File: src/rtl/ks8_mpadd_seq.sv
// Multi-precision add/subtract sequencer: one 8-bit Kogge-Stone adder walked
// across the operands LSB byte first, carry registered between bytes.
module ks8_mpadd_seq #(
    parameter int WORDS = 4
) (
    input  logic                 clk,
    input  logic                 rst_n,
    input  logic                 in_valid,
    output logic                 in_ready,
    input  logic [8*WORDS-1:0]   in_a,
    input  logic [8*WORDS-1:0]   in_b,
    input  logic                 in_sub,
    output logic                 out_valid,
    input  logic                 out_ready,
    output logic [8*WORDS-1:0]   out_sum,
    output logic                 out_cout,
    output logic                 out_ovf,
    output logic                 busy
);
    localparam int W  = 8 * WORDS;
    localparam int IW = $clog2(WORDS);

    // Handshakes: a transfer happens on a rising edge where valid & ready are
    // both high; valid never waits on ready, and ready here is purely state-based.
    typedef enum logic [1:0] {
        IDLE = 2'd0,
        RUN  = 2'd1,
        DONE = 2'd2
    } state_t;

    state_t        state_q, state_d;
    logic [IW-1:0] idx_q, idx_d;
    logic          c_q, c_d;
    logic [W-1:0]  opa_q, opa_d;
    logic [W-1:0]  opb_q, opb_d;
    logic [W-1:0]  sum_q, sum_d;
    logic          cout_q, cout_d;
    logic          ovf_q, ovf_d;
    logic          last;

    logic [7:0] ks_x1, ks_x2, ks_s;
    logic       ks_cin, ks_cout;
    logic [7:0] ks_p, ks_p1, ks_p2;
    logic [7:0] ks_g0, ks_g1, ks_g2, ks_g3;

    assign last   = (idx_q == IW'(WORDS - 1));
    assign ks_cin = c_q;

    always_comb begin
        ks_x1 = 8'h00;
        ks_x2 = 8'h00;
        for (int i = 0; i < WORDS; i++) begin
            if (idx_q == IW'(i)) begin
                ks_x1 = opa_q[8*i +: 8];
                ks_x2 = opb_q[8*i +: 8];
            end
        end
    end

    // ks8: carry-in folded into bit 0 generate, then three prefix levels (1, 2, 4).
    always_comb begin
        ks_p    = ks_x1 ^ ks_x2;
        ks_g0   = (ks_x1 & ks_x2) | {7'b0, ks_p[0] & ks_cin};
        ks_g1   = ks_g0 | (ks_p & {ks_g0[6:0], 1'b0});
        ks_p1   = ks_p & {ks_p[6:0], 1'b1};
        ks_g2   = ks_g1 | (ks_p1 & {ks_g1[5:0], 2'b00});
        ks_p2   = ks_p1 & {ks_p1[5:0], 2'b11};
        ks_g3   = ks_g2 | (ks_p2 & {ks_g2[3:0], 4'h0});
        ks_s    = ks_p ^ {ks_g3[6:0], ks_cin};
        ks_cout = ks_g3[7];
    end

    always_ff @(posedge clk or negedge rst_n) begin
        if (!rst_n) begin
            state_q <= IDLE;
        end else begin
            state_q <= state_d;
        end
    end

    always_comb begin
        state_d = state_q;
        case (state_q)
            IDLE:    if (in_valid)  state_d = RUN;
            RUN:     if (last)      state_d = DONE;
            DONE:    if (out_ready) state_d = IDLE;
            default: state_d = IDLE;
        endcase
    end

    always_comb begin
        in_ready  = 1'b0;
        out_valid = 1'b0;
        busy      = 1'b0;
        case (state_q)
            IDLE: in_ready = 1'b1;
            RUN:  busy = 1'b1;
            DONE: begin
                out_valid = 1'b1;
                busy      = 1'b1;
            end
            default: ;
        endcase
    end

    // Subtract is A + ~B + 1: invert B once at accept and seed the carry with 1.
    always_comb begin
        opa_d  = opa_q;
        opb_d  = opb_q;
        c_d    = c_q;
        idx_d  = idx_q;
        sum_d  = sum_q;
        cout_d = cout_q;
        ovf_d  = ovf_q;
        if (state_q == IDLE && in_valid) begin
            opa_d = in_a;
            opb_d = in_sub ? ~in_b : in_b;
            c_d   = in_sub;
            idx_d = '0;
        end else if (state_q == RUN) begin
            for (int i = 0; i < WORDS; i++) begin
                if (idx_q == IW'(i)) begin
                    sum_d[8*i +: 8] = ks_s;
                end
            end
            c_d   = ks_cout;
            idx_d = idx_q + 1'b1;
            if (last) begin
                cout_d = ks_cout;
                ovf_d  = opa_q[W-1] ^ opb_q[W-1] ^ ks_s[7] ^ ks_cout;
            end
        end
    end

    always_ff @(posedge clk or negedge rst_n) begin
        if (!rst_n) begin
            opa_q  <= '0;
            opb_q  <= '0;
            c_q    <= 1'b0;
            idx_q  <= '0;
            sum_q  <= '0;
            cout_q <= 1'b0;
            ovf_q  <= 1'b0;
        end else begin
            opa_q  <= opa_d;
            opb_q  <= opb_d;
            c_q    <= c_d;
            idx_q  <= idx_d;
            sum_q  <= sum_d;
            cout_q <= cout_d;
            ovf_q  <= ovf_d;
        end
    end

    assign out_sum  = sum_q;
    assign out_cout = cout_q;
    assign out_ovf  = ovf_q;

endmodule

File: config.mk
export PLATFORM = sky130hd
export DESIGN_NAME = ks8_mpadd_seq
export DESIGN_NICKNAME = d
export VERILOG_FILES = /design/src/rtl/ks8_mpadd_seq.sv
export SDC_FILE = /design/constraint.sdc
export NUM_CORES = 1
export LEC_CHECK = 0
export CORE_MARGIN = 5
export CORE_UTILIZATION = 55
export DETAILED_ROUTE_END_ITERATION = 8
export PLACE_DENSITY_LB_ADDON = 0.1
export REMOVE_ABC_BUFFERS = 1
export SLEW_MARGIN = 0
export SYNTH_ARGS = -nofsm -noshare
export SYNTH_HDL_FRONTEND = slang
export SYNTH_SLANG_ARGS = --single-unit
File: constraint.sdc
create_clock -name clk -period 8.1 [get_ports clk]
set_input_delay 0.81 -clock clk [delete_from_list [all_inputs] [get_ports clk]]
set_output_delay 0.81 -clock clk [all_outputs]
set_load 0.005 [all_outputs]
==> impl_metrics.tcl <==
set metrics [dict create \
    hold_viol 0 \
    ys_ff_latch 103 \
    drive_gt1_share_pct 7.20 \
    start_util_pct 55.7 \
    crit_path_start_kind "register" \
    globalRouteMet1Util_pct 28.5 \
    post-route-min-period_ns 3.58 \
    port_buffers 105 \
    cts_made_buffers 9 \
    grt_pass1_vias 3964 \
    p_sw_share_pct 41.3 \
    drc 0 \
    wl_mm 11.3 \
    areaGrowthSynthToFinish_pct 24.7 \
    worst-path-buf-inv 3 \
    ys_types 35 \
    worst_ep_arrival_time_ns 3.86 \
    nFillCells 733 \
    die_w_microns 106 \
    path_clk_slew_ns 0.10 \
    regToRegStartpoint "idx_q[1]" \
    clockBufferDepth 2 \
    grt_start_max_net_pins 99 \
    tightest_slew_ns 1.19 \
    grtUsageTotal_pct 20.9 \
    viasPerCell 5.19 \
    cp-end-kind "register" \
    critPathTopFamily "adder cells" \
    ys.flop_type "dfrtp_1" \
    cts_tree "built" \
    nNetsFinal 734 \
    cts_resized 0 \
    power.switching_uw 1020 \
    period_share_pct 44.2 \
    worstPathCellList "inv_1, ha_1, buf_4, nor2_1, a21oi_1, o21ai_0, mux2i_1, fa_1, inv_1, fa_1, a21o_1, o21ai_1, a31oi_1, nor2_2, xnor3_1, o21ai_1" \
    critPathRequiredTime_ns 8.38 \
    p_seq_share_pct 36.5 \
    drt-pass1-iter-count 6 \
    pin_count 106 \
    final_util_pct 69.5 \
    die_h_microns 106 \
    critPathMaxFanout 22 \
    critPathKind "reg -> reg" \
    ys_seq_area_share_pct 50.8 \
    clock_latency_ns 0.36 \
    max_freq_mhz 279 \
    antenna_cells 0 \
    die-area_sq_um 11200 \
    syn_area_sq_um 5070 \
    synthArstFlopShare_pct 100 \
    clkPwrFrac_pct 11.8 \
    use_met3_pct 4.25 \
    vias 3962 \
    syn_inst 561 \
    globalRouteMet2Util_pct 34.9 \
    rrSetupSlack_ns 4.52 \
    tns_ns 0 \
    htreeDepth 3 \
    pwr-share-comb_pct 51.8 \
    maxCapViolations 0 \
    grt_pass1_wl_mm 19.0 \
    ctsHoldBuffers 0 \
    postSynthAreaPerCell_sq_um 9.04 \
    post_cts_buffers 0 \
    leakagePower_uw 0.00294 \
    internal_power_uw 1450 \
    antenna_found_initial 0 \
    rsz0062_at_grt "false" \
    hold_class "in -> async" \
    ir_drop_v 0.000157 \
    p_per_area_nw_per_um2 389 \
    fin_worst_skew_ns 0.0122 \
    finalSetupViolations 0 \
    detail-route-antenna-nets 0 \
    critPathMaxStageDelay_ns 0.43 \
    status "complete, no violations" \
    reg2reg_to "out_ovf" \
    holdWs_ns 0.449 \
    coreArea_sq_um 9110 \
    drt_iter0_drc 159 \
    overflow 0 \
    dp.final_hpwl_mm 8.47 \
    synth_edf_count 0 \
    relSlewSlack_pct 20.7 \
    rows 35 \
    cts.sinks 103 \
    yosysWarnings 0 \
    wl_per_cell_microns 14.9 \
    cp_slowest_cell "dfrtp_1" \
    root_buffer "clkbuf_8" \
    maxSlewViolCount 0 \
    place.gp.congestion 0.951 \
    r2r_cells 16 \
    grt-busiest-layer "met2" \
]
[routing by layer]
layer	part of all wire, %	routed length [microns]	up-vias
met4	0.90	102	0
li1	-	-	1998
met2	47	5340	95
met5	0	0	-
met3	4.9	559	8
met1	47	5340	1861
[power by group through the flow]
stage                     logic [uW]  clock network [uW]  registers (uW)
final                           1270                 290             897
after global routing            1440                 317             926
after CTS                       1290                 297             897
after detailed placement        1280                   0             905
after global placement          1240                   0             903
after floorplan                  830                   0             866
[cell usage after synthesis, types with 2 or more instances]
cell / instances / area share (%)
nor2_1: 33 / 2.4
dfrtp_1: 103 / 51
o21ai_0: 65 / 6.4
mux2i_1: 3 / 0.59
o21ai_1: 2 / 0.20
ha_1: 15 / 3.7
a21o_1: 2 / 0.30
nand2b_1: 2 / 0.25
a21oi_1: 32 / 3.2
inv_1: 10 / 0.74
nand2_1: 180 / 13
mux2_2: 19 / 4.2
a22oi_1: 3 / 0.44
clkbuf_1: 30 / 2.2
fa_1: 2 / 0.79
nand3_1: 2 / 0.20
xor2_1: 2 / 0.35
buf_2: 3 / 0.30
xnor2_1: 37 / 6.4
[per-stage QoR]
step / power, uW / setup WS, ns / area [sq um] / instances
5_1_grt: 2680 / 4.18 / 6330 / 764
2_1_floorplan: 1700 / 4.76 / 4930 / 527
3_3_place_gp: 2140 / 4.73 / 6160 / 748
6_report: 2460 / 4.52 / 6330 / 764
4_1_cts: 2480 / 4.53 / 6330 / 764
3_5_place_dp: 2190 / 4.55 / 6160 / 748
[worst register-to-register path: cells and delay by family (launching register included)]
kind / cells / cell delay [ns]
xor gates and xnor gates: 1 / 0.40
muxes: 1 / 0.20
and+or+nand+nor: 2 / 0.23
AOI/OAI and AO/OA: 6 / 0.80
buffers and inverters: 3 / 0.47
adders and majority gates: 3 / 0.97
DFF: 1 / 0.43
[layout make-up]
cell class / count / area (sq um) / share of cell area (%)
clock buffer: 10 / 128 / 2.02
clock inverter: 6 / 43.8 / 0.692
tap: 111 / 139 / 2.19
timing repair buffer: 110 / 1080 / 17.1
inverter: 10 / 37.5 / 0.593
sequential: 103 / 2580 / 40.7
multi-input combinational: 414 / 2320 / 36.7
[state kept, by name, summed over array words and instances (netlist names)]
| register | count |
|---|---|
| c_q | 1 |
| idx_q | 2 |
| opa_q | 32 |
| opb_q | 32 |
| out_cout | 1 |
| out_ovf | 1 |
| out_sum | 32 |
| state_q | 2 |
[worst max-delay path by stage]
stage	from	slack (ns)	cells after the start	to
floorplan	idx_q[1]	4.76	15	out_ovf
global placement	idx_q[1]	4.73	16	out_ovf
detailed placement	idx_q[1]	4.55	16	out_ovf
CTS	idx_q[1]	4.53	16	out_ovf
global route	idx_q[1]	4.18	16	out_ovf
finish	idx_q[1]	4.52	16	out_ovf
[cells by family (layout without fill, tap and decap cells)]
kind of cell / Yosys count / count (layout) / synth area share (%)
AO/OA/AOI/OAI: 111 / 111 / 11.9
buffers and inverters: 44 / 136 / 3.48
flip-flops: 103 / 103 / 50.8
XOR/XNOR: 40 / 40 / 7.18
adder cells (fa/ha/maj): 17 / 17 / 4.49
multiplexers: 23 / 23 / 5.03
AND/OR/NAND/NOR: 223 / 223 / 17.1
[placed cells by master, fill, tap and decap left out, types with 2 or more instances in the layout]
master / instances
nand2_1: 179
dfrtp_1: 103
clkdlybuf4s50_1: 103
o21ai_0: 65
xnor2_1: 37
nor2_1: 33
a21oi_1: 32
mux2_2: 19
ha_1: 15
inv_1: 10
clkbuf_8: 9
buf_4: 6
mux2i_1: 3
a22oi_1: 3
inv_6: 3
a21o_1: 2
o21ai_1: 2
xor2_1: 2
nand2b_1: 2
nand3_1: 2
fa_1: 2
clkinv_2: 2
(Power assumes the default switching activity.)
